<file path="config.mk">
export PLATFORM = sky130hd
export DESIGN_NAME = uart_tx_mmio
export DESIGN_NICKNAME = d
export VERILOG_FILES = /design/src/rtl/uart_tx_mmio.sv
export SDC_FILE = /design/constraint.sdc
export NUM_CORES = 1
export LEC_CHECK = 0
export CORE_MARGIN = 1.5
export CORE_UTILIZATION = 50
export DETAILED_ROUTE_END_ITERATION = 7
export PLACE_DENSITY = 0.87
export SLEW_MARGIN = 20
export SYNTH_ARGS = -nofsm -noshare
export SYNTH_HDL_FRONTEND = slang
export SYNTH_SLANG_ARGS = --single-unit
</file>
<file path="constraint.sdc">
create_clock -name clk -period 3 [get_ports clk]
set_clock_uncertainty 0.1 [all_clocks]
set_input_delay 0.3 -clock clk [delete_from_list [all_inputs] [get_ports clk]]
set_output_delay 0.3 -clock clk [all_outputs]
set_load 0.01 [all_outputs]
</file>
<file path="src/rtl/uart_tx_mmio.sv">
// uart_tx_mmio: memory-mapped UART transmitter with a small TX FIFO.
//   0x0 DATA   (write-only) : push mem_wdata[7:0] when mem_wmask[0] is set
//   0x4 STATUS (read-only)  : {28'b0, OVF, busy, empty, full}
// Optional feature: define UART_TX_PARITY_EN to add an even-parity bit
// between the data bits and the stop bit (11-bit frame instead of 10).
module uart_tx_mmio #(
  parameter int CLKS_PER_BIT = 16,
  parameter int FIFO_DEPTH   = 4
) (
  input  logic        clk,
  input  logic        resetn,
  input  logic        sel,
  input  logic [3:0]  mem_addr,
  input  logic [31:0] mem_wdata,
  input  logic [3:0]  mem_wmask,
  input  logic        mem_rstrb,
  output logic [31:0] mem_rdata,
  output logic        tx,
  output logic        busy
);

  localparam int AW = $clog2(FIFO_DEPTH);
  localparam int PW = AW + 1;
  localparam int BW = $clog2(CLKS_PER_BIT);
  localparam logic [BW-1:0] BAUD_MAX   = BW'(CLKS_PER_BIT - 1);
  localparam logic [1:0]    REG_DATA   = 2'd0;
  localparam logic [1:0]    REG_STATUS = 2'd1;

  typedef enum logic [2:0] {
    S_IDLE   = 3'd0,
    S_START  = 3'd1,
    S_DATA   = 3'd2,
`ifdef UART_TX_PARITY_EN
    S_PARITY = 3'd4,
`endif
    S_STOP   = 3'd3
  } state_e;

  // Even parity: XOR of all data bits, so the frame carries an even count of ones.
  function automatic logic even_parity(input logic [7:0] data);
    return ^data;
  endfunction

  state_e            state_q, state_d;
  logic [BW-1:0]     baud_q, baud_d;
  logic [2:0]        bit_q, bit_d;
  logic [7:0]        shift_q, shift_d;
  logic              tx_q, tx_d;
  logic              busy_q, busy_d;
  logic              ovf_q, ovf_d;
  logic [31:0]       rdata_q, rdata_d;
  logic [PW-1:0]     wr_ptr_q, wr_ptr_d;
  logic [PW-1:0]     rd_ptr_q, rd_ptr_d;
  logic [7:0]        fifo_mem_q [FIFO_DEPTH];
`ifdef UART_TX_PARITY_EN
  logic              par_q, par_d;
`endif

  logic              fifo_empty_s;
  logic              fifo_full_s;
  logic [7:0]        fifo_head_s;
  logic              baud_done_s;
  logic              pop_s;
  logic              push_req_s;
  logic              push_s;
  logic              ovf_evt_s;
  logic              status_rd_s;
  logic              unused_s;

  // Bits of the bus that carry no meaning for this block.
  assign unused_s = ^{mem_wdata[31:8], mem_addr[1:0], mem_wmask[3:1]};

  assign fifo_empty_s = (wr_ptr_q == rd_ptr_q);
  assign fifo_full_s  = (wr_ptr_q[AW] != rd_ptr_q[AW]) &&
                        (wr_ptr_q[AW-1:0] == rd_ptr_q[AW-1:0]);
  assign fifo_head_s  = fifo_mem_q[rd_ptr_q[AW-1:0]];
  assign baud_done_s  = (baud_q == BAUD_MAX);

  assign push_req_s  = sel & mem_wmask[0] & (mem_addr[3:2] == REG_DATA);
  assign push_s      = push_req_s & (~fifo_full_s | pop_s);
  assign ovf_evt_s   = push_req_s & fifo_full_s & ~pop_s;
  assign status_rd_s = sel & mem_rstrb & (mem_addr[3:2] == REG_STATUS);

  assign tx        = tx_q;
  assign busy      = busy_q;
  assign mem_rdata = rdata_q;

  // Serializer next state, counters, pop request and the next tx level.
  always_comb begin
    state_d = state_q;
    baud_d  = baud_q;
    bit_d   = bit_q;
    shift_d = shift_q;
    pop_s   = 1'b0;
`ifdef UART_TX_PARITY_EN
    par_d   = par_q;
`endif
    case (state_q)
      S_IDLE: begin
        baud_d = {BW{1'b0}};
        bit_d  = 3'd0;
        if (!fifo_empty_s) begin
          pop_s   = 1'b1;
          shift_d = fifo_head_s;
`ifdef UART_TX_PARITY_EN
          par_d   = even_parity(fifo_head_s);
`endif
          state_d = S_START;
        end else begin
          state_d = S_IDLE;
        end
      end
      S_START: begin
        if (baud_done_s) begin
          baud_d  = {BW{1'b0}};
          bit_d   = 3'd0;
          state_d = S_DATA;
        end else begin
          baud_d = baud_q + BW'(1);
        end
      end
      S_DATA: begin
        if (baud_done_s) begin
          baud_d  = {BW{1'b0}};
          shift_d = {1'b0, shift_q[7:1]};
          if (bit_q == 3'd7) begin
            bit_d = 3'd0;
`ifdef UART_TX_PARITY_EN
            state_d = S_PARITY;
`else
            state_d = S_STOP;
`endif
          end else begin
            bit_d = bit_q + 3'd1;
          end
        end else begin
          baud_d = baud_q + BW'(1);
        end
      end
`ifdef UART_TX_PARITY_EN
      S_PARITY: begin
        if (baud_done_s) begin
          baud_d  = {BW{1'b0}};
          state_d = S_STOP;
        end else begin
          baud_d = baud_q + BW'(1);
        end
      end
`endif
      S_STOP: begin
        if (baud_done_s) begin
          baud_d = {BW{1'b0}};
          if (!fifo_empty_s) begin
            // Chain straight into the next start bit without an idle cycle.
            pop_s   = 1'b1;
            shift_d = fifo_head_s;
`ifdef UART_TX_PARITY_EN
            par_d   = even_parity(fifo_head_s);
`endif
            state_d = S_START;
          end else begin
            state_d = S_IDLE;
          end
        end else begin
          baud_d = baud_q + BW'(1);
        end
      end
      default: begin
        baud_d  = {BW{1'b0}};
        bit_d   = 3'd0;
        state_d = S_IDLE;
      end
    endcase

    case (state_d)
      S_IDLE:   tx_d = 1'b1;
      S_START:  tx_d = 1'b0;
      S_DATA:   tx_d = shift_d[0];
`ifdef UART_TX_PARITY_EN
      S_PARITY: tx_d = par_d;
`endif
      S_STOP:   tx_d = 1'b1;
      default:  tx_d = 1'b1;
    endcase
  end

  // FIFO pointers, overflow flag, busy and register read-back.
  always_comb begin
    wr_ptr_d = wr_ptr_q;
    rd_ptr_d = rd_ptr_q;
    ovf_d    = ovf_q;
    rdata_d  = rdata_q;

    if (push_s) begin
      wr_ptr_d = wr_ptr_q + PW'(1);
    end else begin
      wr_ptr_d = wr_ptr_q;
    end

    if (pop_s) begin
      rd_ptr_d = rd_ptr_q + PW'(1);
    end else begin
      rd_ptr_d = rd_ptr_q;
    end

    // A drop in the same cycle as the clearing read wins, so no overflow is lost.
    if (ovf_evt_s) begin
      ovf_d = 1'b1;
    end else if (status_rd_s) begin
      ovf_d = 1'b0;
    end else begin
      ovf_d = ovf_q;
    end

    if (sel && mem_rstrb) begin
      if (mem_addr[3:2] == REG_STATUS) begin
        rdata_d = {28'd0, ovf_q, busy_q, fifo_empty_s, fifo_full_s};
      end else begin
        rdata_d = 32'd0;
      end
    end else begin
      rdata_d = rdata_q;
    end

    busy_d = (state_d != S_IDLE) || (wr_ptr_d != rd_ptr_d);
  end

  // State, counters and all registered outputs.
  always_ff @(posedge clk or negedge resetn) begin
    if (!resetn) begin
      state_q  <= S_IDLE;
      baud_q   <= {BW{1'b0}};
      bit_q    <= 3'd0;
      shift_q  <= 8'd0;
      tx_q     <= 1'b1;
      busy_q   <= 1'b0;
      ovf_q    <= 1'b0;
      rdata_q  <= 32'd0;
      wr_ptr_q <= {PW{1'b0}};
      rd_ptr_q <= {PW{1'b0}};
`ifdef UART_TX_PARITY_EN
      par_q    <= 1'b0;
`endif
    end else begin
      state_q  <= state_d;
      baud_q   <= baud_d;
      bit_q    <= bit_d;
      shift_q  <= shift_d;
      tx_q     <= tx_d;
      busy_q   <= busy_d;
      ovf_q    <= ovf_d;
      rdata_q  <= rdata_d;
      wr_ptr_q <= wr_ptr_d;
      rd_ptr_q <= rd_ptr_d;
`ifdef UART_TX_PARITY_EN
      par_q    <= par_d;
`endif
    end
  end

  // FIFO storage; contents are cleared by reset so no stale byte survives.
  always_ff @(posedge clk or negedge resetn) begin
    if (!resetn) begin
      for (int i = 0; i < FIFO_DEPTH; i++) begin
        fifo_mem_q[i] <= 8'd0;
      end
    end else if (push_s) begin
      fifo_mem_q[wr_ptr_q[AW-1:0]] <= mem_wdata[7:0];
    end else begin
      fifo_mem_q[wr_ptr_q[AW-1:0]] <= fifo_mem_q[wr_ptr_q[AW-1:0]];
    end
  end

endmodule

</file>
Yosys cells after proc, flatten, opt, wreduce, memory -nomap -nowiden
Index checks and enable logic that the tools add are counted.

Register bits: 91. Output and inout port bits: 34. Word-level logic and storage cells: 98.

Add/sub/neg operators: 4. Order comparisons: 3. Eq/ne operators: 15. Muxes and demuxes: 36. Bitwise operators: 13. Reductions and logical operators: 12.

Operator list (number): $bwmux W32 (2); $mux W8 (8); $bmux W8 S2 (2); $mux W32 (1); $mux W3 (9); $pmux W8 S3 (1); $demux W8 S2 (1); $mux W4 (3); $pmux W3 S4 (1); $add A3 B1 Y3 const B (3); $eq A3 B2 Y1 const B (3); $pmux W3 S3 (1); $and A1 B1 Y1 (7); $eq A3 B1 Y1 const B (2); $ge A3 B3 Y1 const B (2); $ne A2 B2 Y1 const B (3); $not A2 Y3 (2); $reduce_and A3 Y1 (2); $reduce_bool A3 Y1 (2); $mux W1 (5); $add A4 B1 Y4 const B (1); $eq A4 B4 Y1 const B (1); $pmux W1 S2 (2); $eq A3 B3 Y1 (1); other kinds (14) (18).

Longest topological paths before layout
Depth after elaboration: 9. Depth in mapped cells: 9. Mapped depth without buffers: 7.

Worst setup path before layout
Ideal clock, no wire load.

Path kind: reg-to-reg. From: register baud_q[0]. To: register busy_q (netlist: busy). Library setup time: 133 ps. Arrival time: 1968 ps. Required time: 2767 ps. Slack: 799 ps. Stages on the path, launching flop included: 10. Period minus slack after synthesis: 2201 ps. Cells stage by stage: dfrtp_1 ha_1 and4_1 buf_6 a21o_1 o21ai_2 buf_6 mux2_4 a21oi_1 nand4b_1.

Word-level cells in the longest chain between the ends: 8. Elaborated cells between the ends (all ways): 14.

RTL lines: from (decl) (RTL line 45) `logic [BW-1:0] baud_q, baud_d;`; from (signal assigned) (RTL line 232) `baud_q <= {BW{1'b0}};`; from (signal assigned) (RTL line 246) `baud_q <= baud_d;`; $eq A4 B4 Y1 (RTL line 77) `assign baud_done_s = (baud_q == BAUD_MAX);`; $mux W1 (RTL line 151) `if (baud_done_s) begin`; $pmux W1 S2 (RTL line 98) `case (state_q)`; $or A1 B1 Y1 (RTL line 80) `assign push_s = push_req_s & (~fifo_full_s | pop_s);`; $and A1 B1 Y1 (RTL line 80); $mux W3 (RTL line 194) `if (push_s) begin`; named net wr_ptr_d[1] (RTL line 52) `logic [PW-1:0] wr_ptr_q, wr_ptr_d;`; $ne A3 B3 Y1 (RTL line 225) `busy_d = (state_d != S_IDLE) || (wr_ptr_d != rd_ptr_d);`; $logic_or A1 B1 Y1 (RTL line 225); named net busy_d (RTL line 49) `logic busy_q, busy_d;`; to (signal assigned) (RTL line 250) `busy_q <= busy_d;`; to (decl) (RTL line 49).

The timed path passes the listed nets, and every way through them passes these cells. A chain may end at the register's enable or synchronous reset.

Worst setup path after layout
From: register baud_q[0]. To: register fifo_mem_q[22] in the netlist's numbering.

Word-level cells in the longest chain between the ends: 6.

RTL lines: $eq A4 B4 Y1 (RTL line 77); $mux W1 (RTL line 151); $pmux W1 S2 (RTL line 98); $or A1 B1 Y1 (RTL line 80); $and A1 B1 Y1 (RTL line 80); $mux W32 (RTL line 267) `end else if (push_s) begin`; to (signal, indexed assignment) (RTL line 268) `fifo_mem_q[wr_ptr_q[AW-1:0]] <= mem_wdata[7:0];`; to (signal, indexed assignment) (RTL line 270) `fifo_mem_q[wr_ptr_q[AW-1:0]] <= fifo_mem_q[wr_ptr_q[AW-1:0]];`; to (decl) (RTL line 54) `logic [7:0] fifo_mem_q [FIFO_DEPTH];`.

Every way passes these cells.

==> results.toml <==
[status]
run_status = "completed"

[global_routing]
first_global_vias = 2306
grt_pass1_wl_mm = 11.0
grt_max_degree = 50
gr-total-overflow = 0
grtUsageTotal_pct = 19.7
grt_antenna_before_repair = 0

[floorplanning]
core_mm2 = 0.00676
initial_core_util_pct = 51.2
die_x_um = 86.2
die-area_mm2 = 0.00743
boundaryPins = 78
rows = 30
die_y_um = 86.2

[logic_synthesis]
ys_seq_area_share_pct = 45.6
netlist_area_mm2 = 0.00346
synth_ff_type = "dfrtp_1"
synth-xor-area-share_pct = 3.65
synth_common_cells = "dfrtp_1 (62), nor2_1 (49), a21oi_1 (41)"
muxShareOfSynthArea_pct = 14.0
yosysMostFrequentCell = "dfrtp_1"
yosys.area_share.simple_pct = 11.3
synth_top_family_by_area = "multiplexers"
avgSynthCellArea_um2 = 10.9
synth_warnings = 0
synth_top_area_share_pct = 44.8
synthCells = 317
synthTopCellsByArea = "dfrtp_1 (45%), mux4_2 (10%), buf_4 (6.5%)"
synth_compound_area_share_pct = 11.7
ys_ff_latch = 63
synthArstFlopShare_pct = 100
synth_fa_ha_area_share_pct = 3.18
yosys.area.top_type = "dfrtp_1"
synth_edf_count = 0
yosysUniqueCellTypes = 51

[final_layout]
fin_area_mm2 = 0.00381
fin_util_pct = 56.4
diodes = 0
num-fill-cells = 580
nNetsFinal = 390
drive_above_1_share_pct = 14.3
syn_to_final_growth_pct = 10.1

[routing]
postRouteAntennaNets = 0
routedWlPerCell_um = 15.9
vias_per_cell = 5.49
firstDrtPassIters = 7
drt-total-wl_mm = 6.74
vias = 2324
drt_iter0_drc = 131
drc = 0

[cts]
cts_root_buf = "clkbuf_8"
cts.clk_slew.worst_paths_ns = 0.07
holdBufCountCts = 0
clock_sinks = 63
post_cts_buffers = 0
htree_levels = 3
numCtsBuffers = 9
cts_tree = "built"
ctsResizeCount = 0
clk_latency_ns = 0.34
clock_path_buffers = 2

[hold_path]
holdCritStartpoint = "shift_q[7]$_DFFE_PN0P_"
hold_class = "reg -> reg"

[placed_design]
port_buffers = 20
dpl-instance-area_mm2 = 0.00360
gp_congestion = 0.775
dp_hpwl_mm = 4.61

[timing]
min_period_ns = 2.62
post-route-period-util_pct = 87.3
worstMarginPinSlew_ns = 0.669
finalSetupTns_ns = 0
worst_slew_margin_rel_pct = 55.4
finalSetupViolations = 0
hold_viol_final = 0
finalMaxSlewViolations = 0
rsz0062_at_grt = "no"
fmax_ghz = 0.382

[critical_path]
arrival_ns = 2.71
worst-path-max-fanout = 7
path_buf_inv = 1
cp_slowest_cell = "o21ai_2"
critPathCaptureType = "flop"
r2r-start = "baud_q[0]$_DFF_PN0_"
crit_type = "reg -> reg"
critPathLaunchType = "flop"
cp_top_family = "compound AO/OA/AOI/OAI gates"
worstPathCellList = "ha_1 -> and4_1 -> a21o_1 -> o21ai_2 -> buf_4 -> mux2i_1 -> a21oi_1"
crit_path_max_incr_delay_ns = 0.44
crit_start = "baud_q[0]$_DFF_PN0_"
cp_data_required_time_ns = 3.09

[pwr]
leakagePower_nw = 1.63
power.total_mw = 3.82
vdd_drop_max_v = 0.000490
powerDensity_mw_per_mm2 = 1000

[job]
max_cap_violations = 0
-- worst register-to-register path, delay by kind of cell (launching register included) --
family	cells	cell delay, ns
adders and majority gates	1	0.27
DFF	1	0.41
muxes	1	0.38
buffers and inverters	1	0.27
and+or+nand+nor	1	0.28
AOI/OAI and AO/OA	3	0.77
-- logic make-up (layout without fill, tap and decap cells) --
family	count (synthesis)	in the layout
multiplexers	28	28
adder cells (fa/ha/maj)	9	9
AND/OR/NAND/NOR	81	81
XOR/XNOR	12	12
buffers and inverters	59	57
AO/OA/AOI/OAI	64	64
flip-flops	63	63
other	1	29
-- final timing paths --
path	endpoint	slack, ns	depth (start not counted)
max reg2reg	fifo_mem_q[22]$_DFFE_PN0P_	0.38	7
max in group asynchronous	fifo_mem_q[15]$_DFFE_PN0P_	1.73	3
max	fifo_mem_q[22]$_DFFE_PN0P_	0.38	7
min reg2reg	shift_q[6]$_DFFE_PN0P_	0.40	2
min	shift_q[6]$_DFFE_PN0P_	0.40	2
min in group asynchronous	state_q[1]$_DFF_PN0_	0.42	2
-- power breakdown --
part	leakage (nW)	internal, mW	switching [mW]
combinational	0.839	0.782	0.918
sequential	0.691	1.17	0.231
clock	0.100	0.403	0.316
-- per-stage QoR --
stage / setup slack (ns) / hold WS (ns) / cells
after global placement: 0.447 / 0.367 / 406
final: 0.381 / 0.396 / 423
after CTS: 0.397 / 0.0876 / 422
after global routing: 0.221 / 0.413 / 423
after detailed placement: 0.401 / 0.381 / 406
after floorplan: 0.799 / -0.0956 / 345
-- registers in the layout, summed over array words and instances (netlist names) --
signal / cells
fifo_mem_q: 32
shift_q: 8
baud_q: 4
mem_rdata: 4
bit_q: 3
rd_ptr_q: 3
state_q: 3
wr_ptr_q: 3
busy: 1
ovf_q: 1
tx: 1
-- per-layer routing --
metal,wire [um],global-route usage [%],vias up
met2,3350,32.2,72
met1,2910,25.4,1136
met3,379,5.90,10
met5,0,0,-
li1,-,-,1106
met4,90,6.30,0
-- layout make-up --
cell class                 instances  area [um2]  share of cell area (%)
sequential                        63        1580                    41.4
multi-input combinational        223        1630                    42.7
clock inverter                     4        45.0                    1.18
inverter                          12        45.0                    1.18
clock buffer                      12         145                    3.81
tap                               80         100                    2.63
timing repair buffer              29         268                    7.03
-- layout by cell type, fill, tap and decap left out, types with 3 or more instances in the layout --
cell type / count
mux4_2: 16
xor2_1: 4
xnor2_1: 6
inv_1: 12
clkdlybuf4s50_1: 19
a22o_1: 3
nand2_1: 6
conb_1: 29
ha_1: 8
a21oi_1: 41
a222oi_1: 5
nor3_1: 7
clkinv_2: 3
nor2_1: 49
dfrtp_1: 62
clkbuf_8: 10
mux2i_1: 11
buf_4: 9
No activity file was read; power rests on OpenSTA's default activity.
